[config.mk]
export PLATFORM = sky130hd
export DESIGN_NAME = dmem_arbiter
export DESIGN_NICKNAME = d
export VERILOG_FILES = /design/src/rtl/dmem_arbiter.sv
export SDC_FILE = /design/constraint.sdc
export NUM_CORES = 1
export LEC_CHECK = 0
export ABC_CLOCK_PERIOD_IN_PS = 3400
export BUFFER_PORTS_ARGS = -buffer_cell sky130_fd_sc_hd__buf_2
export CAP_MARGIN = 20
export CORE_AREA = 2 2 117 119
export CTS_BUF_LIST = sky130_fd_sc_hd__clkbuf_2
export DETAILED_ROUTE_END_ITERATION = 10
export DIE_AREA = 0 0 119 121
export PLACE_DENSITY = 0.73
export SETUP_SLACK_MARGIN = 0.15
export SYNTH_ARGS = -nofsm -noshare
export SYNTH_HDL_FRONTEND = slang
export SYNTH_SLANG_ARGS = --single-unit
[constraint.sdc]
create_clock -name clk -period 3.4 [get_ports clk]
set_input_delay 0.68 -clock clk [delete_from_list [all_inputs] [get_ports clk]]
set_output_delay 0.68 -clock clk [all_outputs]
set_load 0.01 [all_outputs]
[src/rtl/dmem_arbiter.sv]
// dmem_arbiter: shares one single-ported data memory between the core LSU
// (port 0) and a debug/DMA master (port 1). Round-robin arbitration with a
// port-1 burst lock, alignment/range screening, and registered one-cycle
// response pulses carrying read data.
module dmem_arbiter #(
  parameter int DATA_W      = 32,
  parameter int ADDR_W      = 32,
  parameter int DEPTH_WORDS = 256
) (
  input  logic              clk,
  input  logic              rst_n,

  // port 0: core load/store unit
  input  logic              p0_req_valid,
  output logic              p0_req_ready,
  input  logic              p0_req_we,
  input  logic [ADDR_W-1:0] p0_req_addr,
  input  logic [DATA_W-1:0] p0_req_wdata,
  output logic              p0_resp_valid,
  output logic [DATA_W-1:0] p0_resp_rdata,
  output logic              p0_resp_err,

  // port 1: debug / DMA master
  input  logic              p1_req_valid,
  output logic              p1_req_ready,
  input  logic              p1_req_we,
  input  logic [ADDR_W-1:0] p1_req_addr,
  input  logic [DATA_W-1:0] p1_req_wdata,
  input  logic              p1_req_lock,
  output logic              p1_resp_valid,
  output logic [DATA_W-1:0] p1_resp_rdata,
  output logic              p1_resp_err,

  // data memory
  output logic              mem_we,
  output logic [ADDR_W-1:0] mem_addr,
  output logic [DATA_W-1:0] mem_wd,
  input  logic [DATA_W-1:0] mem_rd
);

  // Word-index limit, sized to the word-index field so the range compare
  // is width-matched.
  localparam logic [ADDR_W-3:0] DEPTH_LIMIT = (ADDR_W-2)'(DEPTH_WORDS);

  // ARB_LOCKED means port 1 owns the memory until it drops valid or
  // deasserts lock on an accepted request.
  typedef enum logic {
    ARB_OPEN   = 1'b0,
    ARB_LOCKED = 1'b1
  } arb_state_t;

  arb_state_t        state;
  arb_state_t        state_next;
  logic              last_grant;

  logic              grant0;
  logic              grant1;
  logic              accept0;
  logic              accept1;

  logic              sel_we;
  logic [ADDR_W-1:0] sel_addr;
  logic [DATA_W-1:0] sel_wdata;
  logic              sel_misaligned;
  logic              sel_out_of_range;
  logic              sel_err;
  logic              sel_read_ok;
  logic [DATA_W-1:0] resp_data_next;

  // Lock state register; reset always releases any port-1 lock.
  always_ff @(posedge clk or negedge rst_n) begin
    if (!rst_n) begin
      state <= ARB_OPEN;
    end else begin
      state <= state_next;
    end
  end

  // Lock transitions: enter on a locked port-1 accept, leave when port 1
  // accepts without lock or stops requesting.
  always_comb begin
    state_next = state;
    case (state)
      ARB_OPEN: begin
        if (accept1 && p1_req_lock) begin
          state_next = ARB_LOCKED;
        end
      end
      ARB_LOCKED: begin
        if (!p1_req_valid) begin
          state_next = ARB_OPEN;
        end else if (accept1 && !p1_req_lock) begin
          state_next = ARB_OPEN;
        end
      end
      default: begin
        state_next = ARB_OPEN;
      end
    endcase
  end

  // Grant decode: locked gives port 1 exclusive access; otherwise a lone
  // requester wins and contention goes to the port not granted last.
  // Nothing is granted while reset is held.
  always_comb begin
    grant0 = 1'b0;
    grant1 = 1'b0;
    if (rst_n) begin
      case (state)
        ARB_LOCKED: begin
          grant1 = p1_req_valid;
        end
        default: begin
          if (p0_req_valid && p1_req_valid) begin
            grant0 = last_grant;
            grant1 = !last_grant;
          end else begin
            grant0 = p0_req_valid;
            grant1 = p1_req_valid;
          end
        end
      endcase
    end
  end

  assign p0_req_ready = grant0;
  assign p1_req_ready = grant1;
  assign accept0      = p0_req_valid && grant0;
  assign accept1      = p1_req_valid && grant1;

  // Round-robin pointer remembers the most recently accepted port; the
  // reset value of 1 lets port 0 win the first contention.
  always_ff @(posedge clk or negedge rst_n) begin
    if (!rst_n) begin
      last_grant <= 1'b1;
    end else if (accept0) begin
      last_grant <= 1'b0;
    end else if (accept1) begin
      last_grant <= 1'b1;
    end
  end

  // Request select: the granted port drives the memory, port 0 when idle.
  always_comb begin
    if (grant1) begin
      sel_we    = p1_req_we;
      sel_addr  = p1_req_addr;
      sel_wdata = p1_req_wdata;
    end else begin
      sel_we    = p0_req_we;
      sel_addr  = p0_req_addr;
      sel_wdata = p0_req_wdata;
    end
  end

  // Screening of the selected request: word alignment and word-index range.
  always_comb begin
    sel_misaligned   = (sel_addr[1:0] != 2'b00);
    sel_out_of_range = (sel_addr[ADDR_W-1:2] >= DEPTH_LIMIT);
    sel_err          = sel_misaligned || sel_out_of_range;
    sel_read_ok      = !sel_we && !sel_err;
    resp_data_next   = sel_read_ok ? mem_rd : '0;
  end

  // Errored writes are suppressed here so they never touch memory.
  assign mem_addr = sel_addr;
  assign mem_wd   = sel_wdata;
  assign mem_we   = (accept0 || accept1) && sel_we && !sel_err;

  // Port-0 response register: captured on the accept edge, so it pulses
  // for exactly the following cycle.
  always_ff @(posedge clk or negedge rst_n) begin
    if (!rst_n) begin
      p0_resp_valid <= 1'b0;
      p0_resp_rdata <= '0;
      p0_resp_err   <= 1'b0;
    end else begin
      p0_resp_valid <= accept0;
      p0_resp_rdata <= accept0 ? resp_data_next : '0;
      p0_resp_err   <= accept0 && sel_err;
    end
  end

  // Port-1 response register, same timing as port 0.
  always_ff @(posedge clk or negedge rst_n) begin
    if (!rst_n) begin
      p1_resp_valid <= 1'b0;
      p1_resp_rdata <= '0;
      p1_resp_err   <= 1'b0;
    end else begin
      p1_resp_valid <= accept1;
      p1_resp_rdata <= accept1 ? resp_data_next : '0;
      p1_resp_err   <= accept1 && sel_err;
    end
  end

endmodule

==> results of run 1 <==
[stage by stage]
step / cell area [um^2] / instances
after floorplan: 3620 / 296
after global placement: 5300 / 759
after detailed placement: 5300 / 759
after CTS: 5470 / 775
after global routing: 5510 / 779
final: 5520 / 783
[critical path: stages]
cell,delay [ns]
buf_2,0.10
or4_1,0.53
or4_4,0.52
and2_2,0.20
nor4_2,0.25
buf_2,0.18
[cell type report]
class / instances / area (um^2)
clock buffer: 9 / 45.0
multi-input combinational: 200 / 1730
timing repair buffer: 314 / 1630
inverter: 2 / 7.51
clock inverter: 7 / 120
fill: 1273 / 7560
sequential: 70 / 1750
tap: 176 / 220
antenna: 5 / 12.5
[worst paths after layout]
check / endpoint / cells past startpoint / start / slack (ns)
worst max-delay path: mem_we / 6 / p1_req_addr[14] / 0.26
worst min-delay path: p0_resp_rdata[13] / 3 / mem_rd[13] / 0.36
worst max register to register: p0_resp_rdata[0] / 5 / last_grant / 1.11
worst min register to register: state / 1 / state / 0.49
max in group asynchronous: p0_resp_rdata[25] / 2 / rst_n / 2.41
min in group asynchronous: p0_resp_rdata[13] / 2 / rst_n / 0.41
[power by group]
| part | internal [uW] | switching, uW | total (uW) |
|---|---|---|---|
| Combinational | 187 | 213 | 400 |
| Sequential | 842 | 4.01 | 846 |
| Clock | 320 | 309 | 629 |
[flip-flops by register name, summed over array words and instances (netlist names)]
signal / flops
p0_resp_rdata: 32
p1_resp_rdata: 32
last_grant: 1
p0_resp_err: 1
p0_resp_valid: 1
p1_resp_err: 1
p1_resp_valid: 1
state: 1
[logic make-up after synthesis]
kind of cell           share of synthesized area
AOI/OAI and AO/OA                         0.0308
DFF                                        0.484
and+or+nand+nor                            0.237
muxes                                      0.205
buffers and inverters                     0.0422
[per-layer routing]
layer | GRT usage | up-vias | share of wire
met5 | 0 | - | 0.0019
met2 | 0.355 | 169 | 0.49
met1 | 0.257 | 1706 | 0.41
met3 | 0.0747 | 22 | 0.084
met4 | 0.0551 | 6 | 0.016
li1 | - | 1663 | -
[Yosys cell counts (all sizes together)]
library cell and instances:
a21oi 2, nor4 41, and2 33, buf 15, inv 2, a2bb2oi 1, dfrtp 69, nand3 2
dfstp 1, a2111oi 1, nor2 7, o32a 1, and3b 1, o211ai 1, or4 3, or3 1
nand2 35, mux2 66, o2111a 2, o31a 2, a22oi 1, clkbuf 9
[what timing repair did]
item	in CTS	in global routing
setup endpoints to repair	0	2
setup buffers	0	3
resized for setup	0	1
endpoints found under the hold margin	0	0
==> qor.yml, run 1 <==
outcome: "complete, no violations"
layout-drive-gt1-share: 0.611
arrival_ns: 2.46
cts_root_buffer: "clkbuf_2"
powerDensity_mw_per_mm2: 340
synthToLayoutAreaGrowth_pct: 52.5
ys_ff_latch: 70
holdWs_ns: 0.355
p_leak_uw: 0.00288
path_class: "in2out"
grt_start_max_net_pins: 74
dpl.hpwl_um: 12900
clk_pin_slew_worst_paths_ns: 0.22
yosysWarnings: 0
clock_skew_ns: 0.0283
cp-start-kind: "input port"
synth_cell_type_count: 27
final_util: 0.422
start_util: 0.277
synth_nets: 463
drcViolationCount: 0
gp_congestion: 0.880
dr.pass1.iters: 6
wl_per_cell_um: 19.8
tightest_slew_ns: 0.991
synth.largest_area_cell: "dfrtp_1"
postCtsHoldBufs: 0
grt_use_total: 0.211
htreeDepth: 3
avgViaCountPerCell: 4.55
drt_iter0_markers: 232
final_common_cell: "buf_2"
rsz0062_at_grt: "no"
synth.area.top_cells: "dfrtp_1 (48%), mux2_1 (20%), nor4_2 (10%), and2_1 (5.7%), nand2_1 (3.6%)"
fin_crit_sh: 0.925
dieArea_mm2: 0.0144
cts_buffers: 9
coreArea_mm2: 0.0131
grt-ovfl-total: 0
irDropWorstVdd_mv: 0.192
yosysTopAreaCellShare: 0.477
final_cell_mix: "buf_2 (300), dfrtp_1 (69), mux2_1 (65)"
cap_violations: 0
finalPower_uw: 1870
via_count: 3566
cts_sinks: 70
period_minus_slack_ns: 3.14
rows: 42
grt_pass1_vias: 3627
die_h_um: 121
wirelength_um: 15500
netlist_area_mm2: 0.00362
cts_tree: "built"
path_max_fanout: 2
cp.required_ns: 2.72
tns_ns: 0
max_freq_ghz: 0.318
end_kind: "output pin"
grt_pass1_wl_um: 22200
setup_violations: 0
clk_latency_ns: 0.51
ant_nets: 0
dp_slack_ns: 0.223
synthCells: 296
finalWorstSetupSlack_ns: 0.255
pin_count: 302
antenna_found_initial: 5
slew_headroom: 0.340
seq_area_frac_synth: 0.484
worstHoldPathType: "in2reg"
io_buffer_count: 301
slew_violations: 0
clk_path_buf_depth: 2
hold_viol: 0
dieWidth_um: 119
num-nets-final: 764
synth.avg_cell_area_um2: 12.2
(Power assumes the default switching activity.)
==> run 2: changes to the inputs <==
- RECOVER_POWER: default -> 50
==> run 2 against run 1 <==
Against the previous run:
- the run now ends with capacitance limit, slew limit left
- final area is 1.6% lower
- hold slack improved by 0.0097 ns
- clock-buffer cell count stayed put
- core utilization is 0.67 points lower
- routed wire length is essentially flat
- clock skew is essentially flat
- critical path type unchanged
- largest power group unchanged
==> qor.yml, run 2 (same netlist as run 1, synthesis figures left out) <==
period_minus_slack_ns: 3.14  # -0.000402 ns
slew_violations: 74  # +74
regArea_mm2: 0.00175  # unchanged
layout-drive-gt1-share: 0.503  # -0.108
dieWidth_um: 119  # unchanged
rsz0062_at_grt: "no"
dr.pass1.iters: 4  # -2
violations: "capacitance limit, slew limit"
synthToLayoutAreaGrowth_pct: 50.1
nFillCells: 1321  # +3.8%
outcome: "finished with violations"
arrival_ns: 2.46  # about the same
dieArea_mm2: 0.0144  # unchanged
grt_pass1_vias: 3627  # unchanged
avgViaCountPerCell: 4.56  # +0.16%
multi_input_area_mm2: 0.00173  # unchanged
wl_per_cell_um: 19.8  # +0.22%
worstHoldPathType: "in2reg"
start_util: 0.277  # unchanged
fin_crit_sh: 0.925  # about the same
end_kind: "output pin"
drcViolationCount: 0  # unchanged
ff2ff_path_depth: 5  # unchanged
cts_root_buffer: "clkbuf_2"
hold_viol: 0  # unchanged
slew_headroom: -0.155  # -0.495
coreArea_mm2: 0.0131  # unchanged
powerDensity_mw_per_mm2: 344  # +1.4%
final_common_cell: "buf_2"
final_cell_mix: "buf_2 (237), dfrtp_1 (69), mux2_1 (65)"
wirelength_um: 15500  # about the same
grt_start_max_net_pins: 74  # unchanged
cap_violations: 1  # +1
clk_path_buf_depth: 2  # unchanged
max_freq_ghz: 0.318  # about the same
path_max_fanout: 2  # unchanged
num-nets-final: 764  # unchanged
path_class: "in2out"
cts_buffers: 9  # unchanged
dpl.hpwl_um: 12900  # unchanged
tightest_slew_ns: 1.73  # +0.743 ns
dp_slack_ns: 0.223  # unchanged
clock_skew_ns: 0.0284  # +0.0000784 ns
cts_sinks: 70  # unchanged
grt-ovfl-total: 0  # unchanged
io_buffer_count: 301  # unchanged
grt_pass1_wl_um: 22200  # unchanged
tns_ns: 0  # unchanged
die_h_um: 121  # unchanged
ant_nets: 0  # unchanged
clk_latency_ns: 0.51  # about the same
cp-start-kind: "input port"
cts_tree: "built"
top_regs: "p0_resp_rdata: 32 flops, p1_resp_rdata: 32 flops"
rows: 42  # unchanged
pin_count: 302  # unchanged
clk_pin_slew_worst_paths_ns: 0.21  # about the same
p_leak_uw: 0.00260  # -9.8%
irDropWorstVdd_mv: 0.197  # +2.9%
cp.required_ns: 2.72  # about the same
hold_depth: 3  # unchanged
gp_congestion: 0.880  # unchanged
setup_violations: 0  # unchanged
finalWorstSetupSlack_ns: 0.256  # +0.000402 ns
grt_use_total: 0.211  # unchanged
drt_iter0_markers: 236  # +1.7%
antenna_found_initial: 5  # unchanged
htreeDepth: 3  # unchanged
via_count: 3567  # +0.028%
run 2: worst paths after layout:
check,startpoint,slack [ns],end
max,p1_req_addr[14],0.26,mem_we
min,mem_rd[13],0.37,p0_resp_rdata[13]
max reg2reg,last_grant,1.09,p0_resp_rdata[0]
min reg2reg,state,0.50,state
max in group asynchronous,rst_n,1.50,p0_resp_rdata[25]
min in group asynchronous,rst_n,0.88,p0_resp_rdata[15]
run 2: cell type report:
type	instances	area share
antenna	4	0.00184
clock buffer	9	0.00829
tap	176	0.0405
inverter	2	0.00138
timing repair buffer	314	0.285
clock inverter	7	0.0221
multi-input combinational	200	0.319
sequential	70	0.323
run 2: critical path, cell delays in order:
cell and delay [ns]:
buf_2 0.10, or4_1 0.53, or4_4 0.51, and2_2 0.20, nor4_2 0.25, buf_2 0.18
run 2: power by group:
group	internal, uW	total (uW)	leakage (uW)	switching [uW]
clock network	320	627	0.0000925	308
logic	185	397	0.00153	212
registers	841	845	0.000971	4.21
run 2: per-layer routing:
layer  GRT usage  wire length, um  up-vias
met2       0.355             7660      184
met5           0               24        -
met1       0.257             6190     1695
li1            -                -     1660
met4      0.0551              247        6
met3      0.0747             1400       22
run 2: repair_timing:
| item | 4_1_cts | 5_1_grt |
|---|---|---|
| setup buffers | 0 | 3 |
| hold buffers | 0 | 0 |
| endpoints found under the hold margin | 0 | 0 |
| endpoints found under the setup margin | 0 | 2 |
| resized for setup | 0 | 1 |
run 2: through the flow:
stage	cells	total power, uW	util	hold WS, ns	area [um^2]
finish	782	1870	0.415	0.365	5430
global route	779	1970	0.415	0.268	5430
CTS	775	1890	0.418	0.297	5470
detailed placement	759	1260	0.405	0.466	5300
global placement	759	1260	0.405	0.469	5300
floorplan	296	1020	-	0.384	3620
==> run 3: changes to the inputs <==
--- a/config.mk
+++ b/config.mk
@@ -7,3 +7,3 @@
 export LEC_CHECK = 0
-export ABC_CLOCK_PERIOD_IN_PS = 3400
+export ABC_CLOCK_PERIOD_IN_PS = 2960
 export BUFFER_PORTS_ARGS = -buffer_cell sky130_fd_sc_hd__buf_2
==> constraint.sdc (replaced) <==
create_clock -name clk -period 2.96 [get_ports clk]
set_input_delay 0.148 -clock clk [delete_from_list [all_inputs] [get_ports clk]]
set_output_delay 0.148 -clock clk [all_outputs]
set_load 0.01 [all_outputs]
==> run 3 against run 2 <==
Against the previous run:
- the flow now finishes without violations
- register-to-register slack got worse by 0.37 ns
- critical path depth decreased by 1
- power increased by 15%
- largest cell class is now non-clock buffers
==> qor.yml, run 3 (same netlist as run 1, synthesis figures left out) <==
outcome: "complete, no violations"
dieWidth_um: 119  # unchanged
grt_pass1_wl_um: 23100  # +3.8%
wl_per_cell_um: 19.8  # -0.10%
drt_iter0_markers: 141  # -40%
grt-ovfl-total: 0  # unchanged
clk_path_buf_depth: 2  # unchanged
final_common_cell: "buf_2"
arrival_ns: 2.50  # +0.04 ns
cts_sinks: 70  # unchanged
cts_root_buffer: "clkbuf_2"
cp.required_ns: 2.81  # +0.09 ns
ff2ff_path_depth: 5  # unchanged
clock_skew_ns: 0.0219  # -0.00647 ns
tightest_slew_ns: 1.28  # -0.455 ns
coreArea_mm2: 0.0131  # unchanged
via_count: 3670  # +2.9%
fin_crit_sh: 0.895
use_met3: 0.0785  # +0.00376
rrSetupSlack_ns: 0.72  # -0.37 ns
drcViolationCount: 0  # unchanged
grt_use_total: 0.218  # +0.00714
ant_nets: 0  # unchanged
max_freq_ghz: 0.377
setup_violations: 0  # unchanged
pin_count: 302  # unchanged
hold_depth: 4  # +1
clk_latency_ns: 0.51  # about the same
reg2reg_to: "p0_resp_rdata[13]"
layout-drive-gt1-share: 0.464  # -0.0390
grt_pass1_vias: 3819  # +5.3%
clk_pin_slew_worst_paths_ns: 0.19  # -0.02 ns
p_leak_uw: 0.00270  # +4.1%
dpl.hpwl_um: 13100  # +1.5%
start_util: 0.277  # unchanged
dr.pass1.iters: 4  # unchanged
cap_violations: 0  # -1
top_regs: "p0_resp_rdata: 32 flops, p1_resp_rdata: 32 flops"
slew_headroom: 0.148  # +0.303
hold_viol: 0  # unchanged
rsz0062_at_grt: "no"
gp_congestion: 0.879  # about the same
met1_usage: 0.254  # -0.00325
cts_tree: "built"
period_minus_slack_ns: 2.65
tns_ns: 0  # unchanged
min_to: "p1_resp_err"
r2r_start: "last_grant"
cp-start-kind: "flop"
htreeDepth: 3  # unchanged
dp_slack_ns: 0.571  # +0.349 ns
grt_start_max_net_pins: 66  # -11%
wirelength_um: 16000  # +3.3%
post-cts-setup-buffers: 0  # unchanged
slew_violations: 0  # -100%
io_buffer_count: 301  # unchanged
num-nets-final: 794  # +3.9%
irDropWorstVdd_mv: 0.206  # +4.6%
powerDensity_mw_per_mm2: 377  # +9.6%
avgViaCountPerCell: 4.54  # -0.55%
final_cell_mix: "buf_2 (235), dfrtp_1 (69), clkbuf_1 (66)"
min_from: "p1_req_addr[18]"
path_class: "reg2out"
synthToLayoutAreaGrowth_pct: 58.2
die_h_um: 121  # unchanged
grt_most_used_layer: "met2"
end_kind: "output pin"
use_met2: 0.380  # +0.0244
cts_buffers: 9  # unchanged
worstHoldPathType: "in2reg"
crit_chain: "and3b_1, nor2_4, mux2_2, nor4_1, buf_2"
crit_slowest_cell: "dfstp_1"
finalWorstSetupSlack_ns: 0.310  # +0.0537 ns
rows: 42  # unchanged
slowest_delay_ns: 0.60  # +0.07 ns
path_max_fanout: 17  # +15
antenna_found_initial: 6  # +1
dieArea_mm2: 0.0144  # unchanged
==> run 3: routing by layer <==
layer	share of wire	vias to the layer above	routed length, um
met5	0.0028	-	45
met4	0.017	8	272
met1	0.39	1742	6260
met3	0.090	24	1440
li1	-	1714	-
met2	0.50	182	8020
==> run 3: worst max-delay path, delay by kind of cell, from the launching register on <==
| kind | cells | cell delay (ns) |
|---|---|---|
| and+or+nand+nor | 3 | 0.73 |
| DFF | 1 | 0.60 |
| muxes | 1 | 0.47 |
| buffers and inverters | 1 | 0.18 |
==> run 3: where the power goes <==
part | total [uW] | switching [uW] | internal, uW
Clock | 703 | 343 | 359
Combinational | 487 | 250 | 236
Sequential | 970 | 4.13 | 966
==> run 3: final cells by class <==
cell class | instances | area (um^2)
fillers | 1303 | 7360
repair buffers | 344 | 1860
flip-flops and latches | 70 | 1750
multi-input cells | 200 | 1730
well taps | 176 | 220
clock inverters | 6 | 111
clock buffers | 9 | 45.0
inverters | 2 | 7.51
diodes | 2 | 5.00
==> run 3: repair_timing <==
item,4_1_cts,5_1_grt
hold buffers,36,0
gates resized for setup,0,1
endpoints found under the setup margin,0,1
hold endpoints to repair,85,0
==> run 3: stage by stage <==
stage / std cells / total power [uW] / util / hold slack (ns) / cell area (um^2)
after floorplan: 296 / 1170 / - / -0.148 / 3620
after global placement: 756 / 1440 / 0.404 / 0.176 / 5290
after detailed placement: 756 / 1440 / 0.404 / 0.175 / 5290
after CTS: 807 / 2190 / 0.444 / 0.0412 / 5810
after global routing: 809 / 2270 / 0.438 / 0.0879 / 5730
final: 809 / 2160 / 0.438 / 0.0983 / 5730
==> run 3: worst max path at each step <==
| stage | endpoint | slack [ns] | depth (start not counted) | start |
|---|---|---|---|---|
| final | mem_we | 0.31 | 5 | last_grant |
| after global routing | mem_we | 0.13 | 5 | last_grant |
| after CTS | mem_we | 0.16 | 5 | state |
| after detailed placement | p0_resp_rdata[29] | 0.57 | 6 | p1_req_addr[14] |
| after global placement | p0_resp_rdata[0] | 0.61 | 6 | p1_req_addr[14] |
| after floorplan | mem_we | 0.86 | 6 | last_grant |
